## config.mk

```make
export PLATFORM = sky130hd
export DESIGN_NAME = ps2_frame_rx_flat
export DESIGN_NICKNAME = d
export VERILOG_FILES = /design/src/rtl/ps2_frame_rx_if.sv /design/src/rtl/ps2_frame_rx.sv /design/src/flat_wrapper.sv
export SDC_FILE = /design/constraint.sdc
export NUM_CORES = 1
export LEC_CHECK = 0
export BUFFER_PORTS_ARGS = -buffer_cell sky130_fd_sc_hd__buf_4
export CORE_ASPECT_RATIO = 0.75
export CORE_UTILIZATION = 63
export DETAILED_ROUTE_END_ITERATION = 8
export GPL_ROUTABILITY_DRIVEN = 1
export PLACE_DENSITY_LB_ADDON = 0.25
export SYNTH_ARGS = -nofsm -noshare
export SYNTH_HDL_FRONTEND = slang
export SYNTH_SLANG_ARGS = --single-unit
```

## constraint.sdc

```tcl
create_clock -name clk -period 4.8 [get_ports clk]
set_input_delay 0.96 -clock clk [delete_from_list [all_inputs] [get_ports clk]]
set_output_delay 0.96 -clock clk [all_outputs]
set_load 0.005 [all_outputs]
```

## src/rtl/ps2_frame_rx_if.sv

```systemverilog
// ps2_frame_rx_if -- pin and result bundle for the PS/2 frame receiver.
//   kb_clk, kb_data : raw PS/2 pins (asynchronous to the system clock)
//   scan_code       : last good byte
//   code_valid      : one-cycle strobe, scan_code updated
//   frame_err       : one-cycle strobe on parity/stop/timeout error
//   rx_busy         : frame in progress
// master = keyboard/host side, slave = the receiver.
interface ps2_frame_rx_if;
    logic       kb_clk;
    logic       kb_data;
    logic [7:0] scan_code;
    logic       code_valid;
    logic       frame_err;
    logic       rx_busy;

    modport master (
        output kb_clk, kb_data,
        input  scan_code, code_valid, frame_err, rx_busy
    );

    modport slave (
        input  kb_clk, kb_data,
        output scan_code, code_valid, frame_err, rx_busy
    );
endinterface

```

## src/rtl/ps2_frame_rx.sv

```systemverilog
// ps2_frame_rx -- PS/2 keyboard frame receiver.
// Synchronises kb_clk/kb_data, detects kb_clk falls and deserialises
// 11-bit frames (start, 8 data LSB first, odd parity, stop).
//   clk  : system clock, rising edge
//   rst  : synchronous active-high reset
//   bus  : ps2_frame_rx_if.slave (pins in, scan_code/code_valid/
//          frame_err/rx_busy out, all registered)
module ps2_frame_rx #(
    parameter int SYNC_STAGES = 2,
    parameter int TIMEOUT     = 100000
) (
    input  logic           clk,
    input  logic           rst,
    ps2_frame_rx_if.slave  bus
);
    localparam int TW = $clog2(TIMEOUT + 1);

    typedef enum logic {IDLE, RECV} state_t;

    logic [SYNC_STAGES-1:0] clk_sync, dat_sync;
    logic                   kb_prev;
    logic                   kb_sync, dat, fall;

    state_t      state, state_n;
    logic [3:0]  bit_cnt, bit_cnt_n;
    logic [TW-1:0] tmo_cnt, tmo_cnt_n;
    logic [8:0]  shreg, shreg_n;        // {parity, data[7:0]} once full
    logic [7:0]  code, code_n;
    logic        valid, valid_n;
    logic        err, err_n;

    // Pin synchronisers; reset to 1 so the bus looks idle.
    always_ff @(posedge clk) begin
        if (rst) begin
            clk_sync <= '1;
            dat_sync <= '1;
            kb_prev  <= 1'b1;
        end else begin
            clk_sync <= {clk_sync[SYNC_STAGES-2:0], bus.kb_clk};
            dat_sync <= {dat_sync[SYNC_STAGES-2:0], bus.kb_data};
            kb_prev  <= kb_sync;
        end
    end

    assign kb_sync = clk_sync[SYNC_STAGES-1];
    assign dat     = dat_sync[SYNC_STAGES-1];
    assign fall    = kb_prev & ~kb_sync;

    always_ff @(posedge clk) begin
        if (rst) begin
            state   <= IDLE;
            bit_cnt <= '0;
            tmo_cnt <= '0;
            shreg   <= '0;
            code    <= '0;
            valid   <= 1'b0;
            err     <= 1'b0;
        end else begin
            state   <= state_n;
            bit_cnt <= bit_cnt_n;
            tmo_cnt <= tmo_cnt_n;
            shreg   <= shreg_n;
            code    <= code_n;
            valid   <= valid_n;
            err     <= err_n;
        end
    end

    always_comb begin
        state_n   = state;
        bit_cnt_n = bit_cnt;
        tmo_cnt_n = tmo_cnt;
        shreg_n   = shreg;
        code_n    = code;
        valid_n   = 1'b0;
        err_n     = 1'b0;
        case (state)
            IDLE: begin
                // A fall with data high is not a start bit: ignore it.
                if (fall && !dat) begin
                    state_n   = RECV;
                    bit_cnt_n = '0;
                    tmo_cnt_n = '0;
                end
            end
            RECV: begin
                // A fall wins over a timeout reached in the same cycle.
                if (fall) begin
                    tmo_cnt_n = '0;
                    if (bit_cnt == 4'd9) begin
                        state_n = IDLE;
                        // Odd parity over data+parity, stop must be 1.
                        if ((^shreg) && dat) begin
                            code_n  = shreg[7:0];
                            valid_n = 1'b1;
                        end else begin
                            err_n = 1'b1;
                        end
                    end else begin
                        shreg_n   = {dat, shreg[8:1]};
                        bit_cnt_n = bit_cnt + 4'd1;
                    end
                end else if (tmo_cnt == TW'(TIMEOUT)) begin
                    err_n   = 1'b1;
                    state_n = IDLE;
                end else begin
                    tmo_cnt_n = tmo_cnt + 1'b1;
                end
            end
            default: state_n = IDLE;
        endcase
    end

    assign bus.scan_code  = code;
    assign bus.code_valid = valid;
    assign bus.frame_err  = err;
    assign bus.rx_busy    = (state == RECV);
endmodule

```

## src/flat_wrapper.sv

```systemverilog
// flat-port wrapper written by rule: the top's interface ports become plain ports
module ps2_frame_rx_flat 
#(
    parameter int SYNC_STAGES = 2,
    parameter int TIMEOUT     = 100000
)
  (clk, rst, bus_kb_clk, bus_kb_data, bus_scan_code, bus_code_valid, bus_frame_err, bus_rx_busy);
  ps2_frame_rx_if bus_i ();
  input  logic clk;
  input  logic rst;
  input wire logic [$bits(bus_i.kb_clk)-1:0] bus_kb_clk;
  input wire logic [$bits(bus_i.kb_data)-1:0] bus_kb_data;
  output wire logic [$bits(bus_i.scan_code)-1:0] bus_scan_code;
  output wire logic [$bits(bus_i.code_valid)-1:0] bus_code_valid;
  output wire logic [$bits(bus_i.frame_err)-1:0] bus_frame_err;
  output wire logic [$bits(bus_i.rx_busy)-1:0] bus_rx_busy;
  assign bus_i.kb_clk = bus_kb_clk;
  assign bus_i.kb_data = bus_kb_data;
  assign bus_scan_code = bus_i.scan_code;
  assign bus_code_valid = bus_i.code_valid;
  assign bus_frame_err = bus_i.frame_err;
  assign bus_rx_busy = bus_i.rx_busy;
  ps2_frame_rx #(.SYNC_STAGES(SYNC_STAGES), .TIMEOUT(TIMEOUT)) u_core (.clk(clk), .rst(rst), .bus(bus_i));
endmodule
```

---- Word level (Yosys, flattened, before mapping) ----
Cells that the tools add are included.
cells by class
  bitwise gates (word level) .............. 5
  reduce and logical (&&, ||, !) cells .... 10
  multiplexer cells ....................... 18
  add/subtract/negate cells ............... 2
  eq/ne operators ......................... 6
operator list
  kind                                           count
  two-way mux 17 bit                             3
  case mux 17 bit (2 select lines)               1
  adder 17 x 1 -> 17 bit, second input constant  1
  == test 17 bit, second input constant          1
  two-way mux 4 bit                              3
  two-way mux 1 bit                              9
  parity 9 bit                                   1
  case mux 4 bit (2 select lines)                1
  AND reduction 3 bit                            2
  adder 4 x 1 -> 4 bit, second input constant    1
  == test 4 bit, second input constant           1
  != test 2 x 1 -> 1 bit, second input constant  2
  NOT 1 bit                                      4
  AND reduction 4 bit                            1
  OR reduction 4 bit                             1
  != test 3 x 2 -> 1 bit, second input constant  1
  logical AND 1 bit                              2
  != test 2 bit, second input constant           1
  case mux 1 bit (2 select lines)                1
  AND reduction 2 bit                            1
  OR reduction 2 bit                             1
  AND 1 bit                                      1
  zero test 1 bit                                1
word-level totals
  word-level logic and storage cells ...... 51
  output and inout bits ................... 11
  bits of input ports ..................... 4
  flip-flop bits (word level) ............. 46

---- Depth between registers and ports, before layout ----
  depth in word-level cells ............... 5
  depth in mapped cells ................... 8

---- Worst setup path after synthesis ----
No wires, ideal clock.
  kind .................................... input to register
  start point ............................. input port rst
  end point ............................... register u_core.bit_cnt[0]
  data required time ...................... 4.672 ns
  setup time .............................. 0.128 ns
  stages on the path ...................... 4
  data arrival time ....................... 1.698 ns
  path slack .............................. 2.975 ns
  cells stage by stage .................... buf_4 dlygate4sd1_1 clkbuf_1 nor2_1
RTL lines
  item                  line                RTL
  from (decl)           flat_wrapper.sv:10  input logic rst;
  to (signal assigned)  ps2_frame_rx.sv:60  bit_cnt <= bit_cnt_n;
  to (decl)             ps2_frame_rx.sv:25  logic [3:0] bit_cnt, bit_cnt_n;
No word-level cell between the ends.

---- Worst setup path after layout ----
  start point ............................. register u_core.shreg[2]
  end point ............................... register u_core.code[6] (netlist: u_core.bus.scan_code[6])
on the way
  longest elaborated chain between the ends .. 3
RTL lines
  item                           line                RTL
  from (decl)                    ps2_frame_rx.sv:27  logic [8:0] shreg, shreg_n;
  from (signal assigned)         ps2_frame_rx.sv:62  shreg <= shreg_n;
  parity 9 bit                   ps2_frame_rx.sv:93  if ((^shreg) && dat) begin
  logical AND 1 bit              ps2_frame_rx.sv:93
  AND reduction 4 bit (no line)  n/a
  to (signal assigned)           ps2_frame_rx.sv:63  code <= code_n;
  to (decl)                      ps2_frame_rx.sv:28  logic [7:0] code, code_n;
No other way between the ends.
A chain may end at the register's enable or synchronous reset.

==> key figures <==
Run status
  • Status: finished, final reports clean

Synthesis
  • Multiplexer share of the synthesized area: 0.0910
  • Synthesized flop and latch total: 46
  • Largest family of logic cells by synthesized area: simple AND/OR/NAND/NOR gates
  • Ys async rst share: 0
  • Synth cell types: 39
  • Seq/Total Area, Yosys: 0.441
  • Leading cell types by total area after synthesis: dfxtp_1, mux2i_1, nand2b_1
  • Post-synth EDFFs: 0
  • Post-Synth Adder-Cell Area: 0.0240
  • Compound-Gate Fraction of Synth Area: 0.0754
  • Synth top area share: 0.441
  • Simple-gate share of the synthesized area: 0.234
  • Avg Inst Size Synth: 9.33 sq um
  • Synth Flop Type: dfxtp_1
  • Post-synthesis cell area: 2090 sq um
  • Yosys top cell by area: dfxtp_1
  • Xor/xnor share of the synthesized area: 0.0862
  • Post-Syn Instances: 224
  • Net Count, Synth: 232
  • Warnings, synthesis: 0

Die
  • I/O pin count: 15
  • Die extent in x: 68.5 microns
  • DIE HEIGHT: 51.9 microns
  • Site Rows: 17
  • Die area: 3550 sq um
  • Core Region: 3040 sq um
  • Initial Utilization: 0.687

Layout
  • Area grow syn2layout: 9.76%
  • Layout cells sized above 1: 0.137
  • Final Non-Filler Cells: 272
  • Diode count: 0
  • Final nets: 241

Setup path
  • CP endpoint kind: register
  • CP Max Fanout: 9
  • Crit path DAT: 2.68 ns
  • Worst path required time: 5.03 ns
  • Setup CP Type: reg2reg
  • Setup crit start kind: register

GRT
  • Congestion Overflow GR: 0
  • Vias in the first global route: 1429
  • GRT Total Usage: 0.250
  • First-pass GRT wire length: 6380 microns
  • Initial antenna violation count: 0
  • Pin count of the biggest net entering global routing: 39

Drt
  • Avg Vias per Cell: 5.57
  • Routed Antenna Nets: 0
  • DRT iter0 DRCs: 112
  • DRT Pass-1 Iters: 4
  • Routed wire length: 3810 microns
  • DR DRC count: 0
  • Routed via count: 1514
  • Wire per inst: 14.0 microns

STA
  • Fin. max-slew vios: 0
  • Setup Viol. Count Final: 0
  • Tmin final: 2.45 ns
  • F_max: 0.408 GHz
  • Max-Slew Margin vs Limit: 0.184
  • RSZ-0062 raised after global routing: false
  • Worst clock skew: 0.0107 ns
  • Final hold slack: 0.418 ns
  • Total negative slack: 0 ns
  • Final worst path period share: 0.511
  • Worst slew pin tran: 1.21 ns
  • Hold Vio Cnt, Final: 0

Clock network
  • CTS tree: yes
  • H-tree Lvls: 2
  • Worst skew pair latency: 0.30 ns
  • Maximum root-to-sink buffer count: 2
  • Root Buffer: clkbuf_8
  • CTS Hold Buffers Added: 0
  • Number of buffers created by CTS: 5
  • CTS sink cnt: 46
  • Clock-pin slew of the registers on the worst-case setup and hold paths: 0.09 ns
  • Setup Buffers After CTS: 0
  • Post-CTS Resized: 0

Power
  • Leak: 0.819 nW
  • Peak VDD IR: 0.000250 V
  • PwrDens: 298 nW/um^2

Placement
  • Cell count after placement: 264
  • Port buffer count: 14
  • Post-DP HPWL: 2740 microns
  • GP Congestion: 0.850

Run
  • Max-cap violations: 0

Worst hold path
  • Hold crit path type: reg2reg
-- placed cells by master (no fill, tap or decap), types with 2 or more instances in the layout --
master / count
xnor2_1: 11
a21oi_1: 7
nor2b_1: 2
nor3_1: 4
o21ai_0: 7
clkbuf_8: 5
nand3_1: 2
or2_2: 5
nor2_1: 28
or3_1: 5
mux2i_1: 19
clkinv_2: 2
inv_1: 10
xor2_1: 7
nand4_1: 4
dfxtp_1: 46
buf_4: 14
ha_1: 4
and3_1: 5
nand2b_1: 17
a211oi_1: 5
nand2_1: 7
nor4b_1: 3
-- cell usage after synthesis, types with 3 or more instances --
master,instances
nor2_1,28
ha_1,4
or2_2,5
nor4b_1,3
mux2i_1,19
xor2_1,7
nand2b_1,17
a21oi_1,7
nand2_1,7
clkbuf_1,7
nor3_1,4
o21ai_0,7
inv_1,10
and3_1,5
xnor2_1,11
dfxtp_1,46
or3_1,5
nand4_1,4
a211oi_1,5
-- through the flow --
step | utilization | worst slack (ns) | area (sq um) | power, mW
detailed placement | 0.718 | 2.38 | 2180 | 0.410
global placement | 0.718 | 2.55 | 2180 | 0.409
floorplan | - | 2.97 | 2090 | 0.406
finish | 0.754 | 2.35 | 2290 | 0.683
global route | 0.754 | 2.17 | 2290 | 0.704
CTS | 0.754 | 2.36 | 2290 | 0.686
-- path summary, 6_finish.rpt --
path         slack [ns]                 endpoint          startpoint  cells past startpoint
max                2.35  u_core.bus.scan_code[6]     u_core.shreg[2]                      5
min                0.42       u_core.dat_sync[1]  u_core.dat_sync[0]                      1
max reg2reg        2.35  u_core.bus.scan_code[6]     u_core.shreg[2]                      5
min reg2reg        0.42       u_core.dat_sync[1]  u_core.dat_sync[0]                      1
-- flip-flops by register name (all words and copies together) (netlist names) --
signal / count
u_core.bus.frame_err: 1
u_core.dat_sync: 2
u_core.bus.rx_busy: 1
u_core.tmo_cnt: 17
u_core.bus.code_valid: 1
u_core.bit_cnt: 4
u_core.kb_prev: 1
u_core.bus.scan_code: 8
u_core.clk_sync: 2
u_core.shreg: 9
-- critical path, cell delays in order, from the launching register on --
cell and delay [ns]:
dfxtp_1 0.41, xor2_1 0.19, xnor3_1 0.42, xnor2_1 0.16, nor4_2 0.91, mux2i_1 0.28
-- where the power goes --
part / internal [mW] / leakage, nW / switching [mW]
clock: 0.153 / 0.0579 / 0.129
sequential: 0.383 / 0.371 / 0.00178
combinational: 0.00661 / 0.390 / 0.00903
total: 0.543 / 0.819 / 0.139
-- kinds of logic after synthesis --
logic type               count (synthesis)
AND/OR/NAND/NOR                         90
flip-flops                              46
AO/OA/AOI/OAI                           24
buffers and inverters                   22
XOR/XNOR                                19
multiplexers                            19
adder cells (fa/ha/maj)                  4
-- layout make-up --
class	instances	area [sq um]
Clock buffer	5	68.8
Clock inverter	3	40.0
Timing Repair Buffer	14	105
Tap cell	38	47.5
Fill cell	222	748
Multi-Input combinational cell	156	1070
Sequential cell	46	921
Inverter	10	37.5
-- layer usage --
| metal | GRT usage | share of wire | vias to the layer above | routed length, microns |
|---|---|---|---|---|
| li1 | - | - | 773 | - |
| met1 | 0.320 | 0.48 | 691 | 1830 |
| met2 | 0.391 | 0.45 | 41 | 1730 |
| met3 | 0.0658 | 0.046 | 9 | 176 |
| met4 | 0.115 | 0.018 | 0 | 68 |
| met5 | 0 | 0 | - | 0 |
Power figures use the tool's default switching activity.
